## config.mk

```make
export PLATFORM = sky130hd
export DESIGN_NAME = lb_splitter
export DESIGN_NICKNAME = d
export VERILOG_FILES = /design/src/rtl/lb_pkg.sv /design/src/rtl/lb_timeout_cnt.sv /design/src/rtl/lb_splitter.sv
export SDC_FILE = /design/constraint.sdc
export NUM_CORES = 1
export LEC_CHECK = 0
export ABC_AREA = 1
export ABC_CLOCK_PERIOD_IN_PS = 1600
export BUFFER_PORTS_ARGS = -buffer_cell sky130_fd_sc_hd__buf_4
export CAP_MARGIN = 0
export CORE_MARGIN = 2
export CORE_UTILIZATION = 42
export CTS_BUF_LIST = sky130_fd_sc_hd__clkbuf_8
export DETAILED_ROUTE_END_ITERATION = 10
export HOLD_SLACK_MARGIN = 0.03
export PLACE_DENSITY = 0.79
export SETUP_SLACK_MARGIN = 0.5
export SLEW_MARGIN = 20
export SYNTH_ARGS = -nofsm -noshare
export SYNTH_HDL_FRONTEND = slang
export SYNTH_SLANG_ARGS = --single-unit
```

## constraint.sdc

```tcl
create_clock -name clk -period 1.6 [get_ports clk]
set_clock_uncertainty 0.1 [all_clocks]
set_input_delay 0.16 -clock clk [delete_from_list [all_inputs] [get_ports clk]]
set_output_delay 0.16 -clock clk [all_outputs]
set_load 0.01 [all_outputs]
```

## src/rtl/lb_pkg.sv

```systemverilog
// Shared types and helpers for the local-bus splitter.
// Pure definitions: no latency, no backpressure.
// Decode maps an upstream address onto a slave index plus a hit flag.
package lb_pkg;

    typedef enum logic [2:0] {IDLE, WR, RD, WACK, RACK} lb_state_t;

    localparam logic [31:0] LB_ERR_RDATA = 32'hBADBAD00;
    localparam int          LB_IDX_W     = 4;

    typedef struct packed {
        logic                hit;
        logic [LB_IDX_W-1:0] idx;
    } lb_dec_t;

    // Every bit above the slave window takes part in the range check, so stray
    // high address bits always produce a miss rather than aliasing onto a slave.
    function automatic lb_dec_t lb_decode(input logic [63:0] addr,
                                          input int          slave_aw,
                                          input int          n_slaves);
        logic [63:0] upper;
        lb_dec_t     d;
        upper = addr >> slave_aw;
        d.hit = (upper < 64'(n_slaves));
        d.idx = upper[LB_IDX_W-1:0];
        return d;
    endfunction

endpackage

```

## src/rtl/lb_timeout_cnt.sv

```systemverilog
// Saturating wait timer that flags expiry one count before TIMEOUT.
// Latency: expired is combinational from the registered count.
// Backpressure: none; TIMEOUT=0 disables expiry entirely.
module lb_timeout_cnt #(
    parameter int TIMEOUT = 255
) (
    input  logic clk,
    input  logic rst,
    input  logic clear,
    input  logic enable,
    output logic expired
);

    localparam int CW = (TIMEOUT > 0) ? $clog2(TIMEOUT + 1) : 1;

    generate
        if (TIMEOUT == 0) begin : g_off
            logic unused_in;
            assign unused_in = ^{clk, rst, clear, enable};
            assign expired   = 1'b0;
        end else begin : g_on
            logic [CW-1:0] cnt;

            always_ff @(posedge clk or negedge rst) begin
                if (!rst) begin
                    cnt <= '0;
                end else if (clear) begin
                    cnt <= '0;
                end else if (enable && cnt != CW'(TIMEOUT)) begin
                    cnt <= cnt + CW'(1);
                end
            end

            assign expired = enable && (cnt == CW'(TIMEOUT - 1));
        end
    endgenerate

endmodule

```

## src/rtl/lb_splitter.sv

```systemverilog
// Local-bus fan-out: decodes the address and forwards one request at a time to N slaves.
// Latency: ack at T+2 for a zero-wait slave, T+1 on a decode miss; request path fully registered.
// Backpressure: upstream holds wen/ren until acked; slave stalls are bounded by TIMEOUT.
module lb_splitter
    import lb_pkg::*;
#(
    parameter int                ADDR_W    = 32,
    parameter int                DATA_W    = 32,
    parameter int                N_SLAVES  = 2,
    parameter int                SLAVE_AW  = 12,
    parameter int                TIMEOUT   = 255,
    parameter logic [DATA_W-1:0] ERR_RDATA = DATA_W'(LB_ERR_RDATA),
    parameter int                STRB_W    = DATA_W / 8
) (
    input  logic                         clk,
    input  logic                         rst,
    input  logic [ADDR_W-1:0]            waddr,
    input  logic [DATA_W-1:0]            wdata,
    input  logic [STRB_W-1:0]            wstrb,
    input  logic                         wen,
    output logic                         wready,
    input  logic [ADDR_W-1:0]            raddr,
    input  logic                         ren,
    output logic [DATA_W-1:0]            rdata,
    output logic                         rvalid,
    output logic [SLAVE_AW-1:0]          m_waddr,
    output logic [DATA_W-1:0]            m_wdata,
    output logic [STRB_W-1:0]            m_wstrb,
    output logic [N_SLAVES-1:0]          m_wen,
    input  logic [N_SLAVES-1:0]          m_wready,
    output logic [SLAVE_AW-1:0]          m_raddr,
    output logic [N_SLAVES-1:0]          m_ren,
    input  logic [N_SLAVES*DATA_W-1:0]   m_rdata,
    input  logic [N_SLAVES-1:0]          m_rvalid,
    output logic                         err
);

    lb_state_t   state;
    lb_dec_t     wdec;
    lb_dec_t     rdec;
    logic        tmr_clear;
    logic        expired;
    logic        sel_wready;
    logic        sel_rvalid;
    logic [DATA_W-1:0] sel_rdata;

    assign wdec = lb_decode(64'(waddr), SLAVE_AW, N_SLAVES);
    assign rdec = lb_decode(64'(raddr), SLAVE_AW, N_SLAVES);

    // The registered one-hot strobe doubles as the latched slave index, so
    // responses from unselected slaves are masked out for free.
    assign sel_wready = |(m_wready & m_wen);
    assign sel_rvalid = |(m_rvalid & m_ren);

    always_comb begin
        sel_rdata = '0;
        for (int i = 0; i < N_SLAVES; i++) begin
            if (m_ren[i]) begin
                sel_rdata = sel_rdata | m_rdata[i*DATA_W +: DATA_W];
            end
        end
    end

    assign tmr_clear = !(state == WR || state == RD);

    lb_timeout_cnt #(
        .TIMEOUT (TIMEOUT)
    ) u_tmr (
        .clk     (clk),
        .rst     (rst),
        .clear   (tmr_clear),
        .enable  (!tmr_clear),
        .expired (expired)
    );

    always_ff @(posedge clk or negedge rst) begin
        if (!rst) begin
            state   <= IDLE;
            wready  <= 1'b0;
            rvalid  <= 1'b0;
            rdata   <= '0;
            err     <= 1'b0;
            m_waddr <= '0;
            m_wdata <= '0;
            m_wstrb <= '0;
            m_wen   <= '0;
            m_raddr <= '0;
            m_ren   <= '0;
        end else begin
            wready <= 1'b0;
            rvalid <= 1'b0;
            rdata  <= '0;
            err    <= 1'b0;
            case (state)
                IDLE: begin
                    if (wen) begin
                        m_waddr <= waddr[SLAVE_AW-1:0];
                        m_wdata <= wdata;
                        m_wstrb <= wstrb;
                        if (wdec.hit) begin
                            m_wen <= N_SLAVES'(1) << wdec.idx;
                            state <= WR;
                        end else begin
                            wready <= 1'b1;
                            err    <= 1'b1;
                            state  <= WACK;
                        end
                    end else if (ren) begin
                        m_raddr <= raddr[SLAVE_AW-1:0];
                        if (rdec.hit) begin
                            m_ren <= N_SLAVES'(1) << rdec.idx;
                            state <= RD;
                        end else begin
                            rvalid <= 1'b1;
                            rdata  <= ERR_RDATA;
                            err    <= 1'b1;
                            state  <= RACK;
                        end
                    end
                end
                WR: begin
                    // A response arriving on the expiry cycle still counts as success.
                    if (sel_wready || expired) begin
                        m_wen  <= '0;
                        wready <= 1'b1;
                        err    <= !sel_wready;
                        state  <= WACK;
                    end
                end
                RD: begin
                    if (sel_rvalid || expired) begin
                        m_ren  <= '0;
                        rvalid <= 1'b1;
                        rdata  <= sel_rvalid ? sel_rdata : ERR_RDATA;
                        err    <= !sel_rvalid;
                        state  <= RACK;
                    end
                end
                WACK:    state <= IDLE;
                RACK:    state <= IDLE;
                default: state <= IDLE;
            endcase
        end
    end

endmodule

```

==> results_dict.tcl <==
set metrics [dict create \
    outcome "complete, but fails checks" \
    violations "negative setup slack" \
    rsz0062_at_grt "true" \
    htreeDepth 3 \
    layout-drive-gt1-share 0.6088 \
    worstSetupEndpointType "flop" \
    ys_ff_latch 110 \
    fin_crit_sh 1.236 \
    grt_util_all_layers 0.4012 \
    layout_common_cells "buf_4, dlygate4sd3_1, buf_6, dfrtp_1, nand2_1" \
    rrSetupSlack_ns -0.38 \
    yosys_most_used_dff "dfrtp_1" \
    worst_pin_slew_ns 0.8812 \
    core_area_mm2 0.01156 \
    slew_headroom 0.4125 \
    r2r_cells 5 \
    layout_setup_ws_ns -0.3781 \
    vias 6725 \
    gp_congestion 0.8339 \
    tritoncts "done" \
    fp-row-count 39 \
    final_cells 1082 \
    power_mw 17.72 \
    worstReg2RegStart "m_ren[1]" \
    drtIter0Drc 908 \
    grt_overflow 0 \
    hp-class "input port to flop" \
    worstPathArrival_ns 2.16 \
    cts_sinks 110 \
    io_pins 271 \
    drc 0 \
    critical_path_peak_fanout 17 \
    synth-seq-area-share 0.5469 \
    worstReg2RegEnd "rdata[31]" \
    cts_buffers 9 \
    die_w_um 113.5 \
    io_buffers 270 \
    maxSlewViolCount 0 \
    clk_pin_slew_worst_paths_ns 0.12 \
    grt_pass1_wl_um 38270 \
    max_clock_freq_mhz 505.5 \
    layout.nets 1104 \
    cap_violations 0 \
    required_ns 1.78 \
    peakVddDrop_mv 0.8297 \
    die_h_um 113.5 \
    drtAntennaViolNets 0 \
    grt_antenna_before_repair 7 \
    ys_types 39 \
    hold_ws_ns 0.04071 \
    avgSynthCellArea_um2 12.04 \
    async_flop_share 1.000 \
    final_common_cell "buf_4" \
    min_from "waddr[14]" \
    wl_um 34070 \
    via_per_inst 6.215 \
    start_kind "flop" \
    clockBufferDepth 2 \
    dr.pass1.iters 6 \
    routedWlPerCell_um 31.49 \
    die-area_mm2 0.01288 \
    grt_pass1_vias 6401 \
    p_leak_nw 5.291 \
    setup_viol 96 \
    start_util 0.4352 \
    period_needed_ns 1.978 \
    holdPathEnd "m_wen[0]" \
    place_inst 832 \
    grt_max_degree 47 \
    synth_edf_count 0 \
    whs_path_depth 6 \
    design_area_mm2 0.01060 \
    areaGrowthSynthToFinish_pct 110.6 \
    dp_hpwl_um 11310 \
    clock_latency_ns 0.42 \
    p_per_area_mw_per_mm2 1671 \
    cts-root-buf "clkbuf_8" \
    hold_viol 0 \
    yosysWarnings 0 \
    syn_nets 592 \
    placed_area_mm2 0.007408 \
    syn_inst 418 \
    syn_area_mm2 0.005034 \
    worstSetupPathType "flop to flop" \
    pre_cts_ws_ns 0.04328 \
]
-- logic make-up after synthesis --
kind of cell,synth area share
simple gates,0.1258
flops,0.5469
fa+ha+maj,0.004971
compound gates,0.09893
mux,0.1775
buf+inv,0.04599
-- worst max-delay path, cell delays in order (launching register included) --
cell and delay (ns):
dfrtp_2 0.45, inv_4 0.06, o21ai_4 0.15, inv_2 0.21, a221oi_1 0.76, o21ai_2 0.13
-- layout make-up --
cell class              instances  area, µm²
multi-input cells             268       2514
flip-flops and latches        110       2755
well taps                     143      178.9
fillers                       338      964.7
repair buffers                517       4825
clock inverters                 4      72.57
diodes                          6      15.01
inverters                      24      102.6
clock buffers                  10      137.6
-- worst max path at each step --
stage | from | cells after the start | slack, ns | to
floorplan | u_tmr.g_on.cnt[0] | 8 | 0.10 | rdata[10]
global placement | state[2] | 5 | 0.07 | m_raddr[8]
detailed placement | state[2] | 5 | 0.04 | m_raddr[2]
CTS | state[0] | 6 | 0.06 | m_raddr[4]
global route | m_ren[0] | 5 | -0.39 | rdata[31]
finish | m_ren[1] | 5 | -0.38 | rdata[31]
-- stage by stage --
stage | util | TNS [ns]
after floorplan | - | 0
after global placement | 0.6406 | 0
after detailed placement | 0.6406 | 0
after CTS | 0.8652 | 0
after global routing | 0.9164 | -9.052
final | 0.9166 | -7.489
-- report_power, final --
part,switching [mW],internal [mW],leakage [nW],total [mW]
registers,1.14,3.78,1.39,4.92
clock network,1.21,0.914,0.110,2.13
logic,4.82,5.85,3.79,10.7
-- synth_stat cells (2+ instances only) --
cell type,count,area (µm²)
ha_1,2,25.02
inv_2,5,18.77
nand2_1,76,285.3
clkbuf_1,5,18.77
a21oi_1,21,105.1
a221oi_2,10,150.1
buf_2,4,20.02
nor2_1,27,101.4
a221oi_1,6,52.55
nor3_1,2,10.01
nand2_2,4,25.02
o22ai_1,2,12.51
mux2_2,2,22.52
dfrtp_1,110,2753
inv_1,18,67.56
mux2_4,58,870.8
buf_6,8,90.09
o21ai_4,2,32.53
nand3_2,2,20.02
nand4_1,2,12.51
a31oi_1,2,12.51
o21ai_1,12,60.06
nand3_1,10,50.05
o21ai_0,13,65.06
-- state kept, by name, indices dropped and copies added, names as in the netlist --
signal          cells
err                 1
rdata              32
m_wstrb             4
u_tmr.g_on.cnt      8
wready              1
m_wdata            32
m_waddr            12
m_raddr            12
m_wen               2
state               3
m_ren               2
rvalid              1
-- layer usage --
metal / track usage / wire [µm]
met5: 0 / 27
met4: 0.2569 / 3827
met3: 0.1010 / 4447
met2: 0.6858 / 14970
met1: 0.4474 / 10800
-- what timing repair did --
| action | 4_1_cts | 5_1_grt |
|---|---|---|
| gates cloned | 6 | 2 |
| gates resized for setup | 153 | 57 |
| hold buffers | 127 | 1 |
| endpoints found under the setup margin | 208 | 209 |
| pin swaps | 11 | 17 |
| setup buffers | 59 | 35 |
| hold endpoints to repair | 207 | 2 |
No activity file was read; power rests on OpenSTA's default activity.
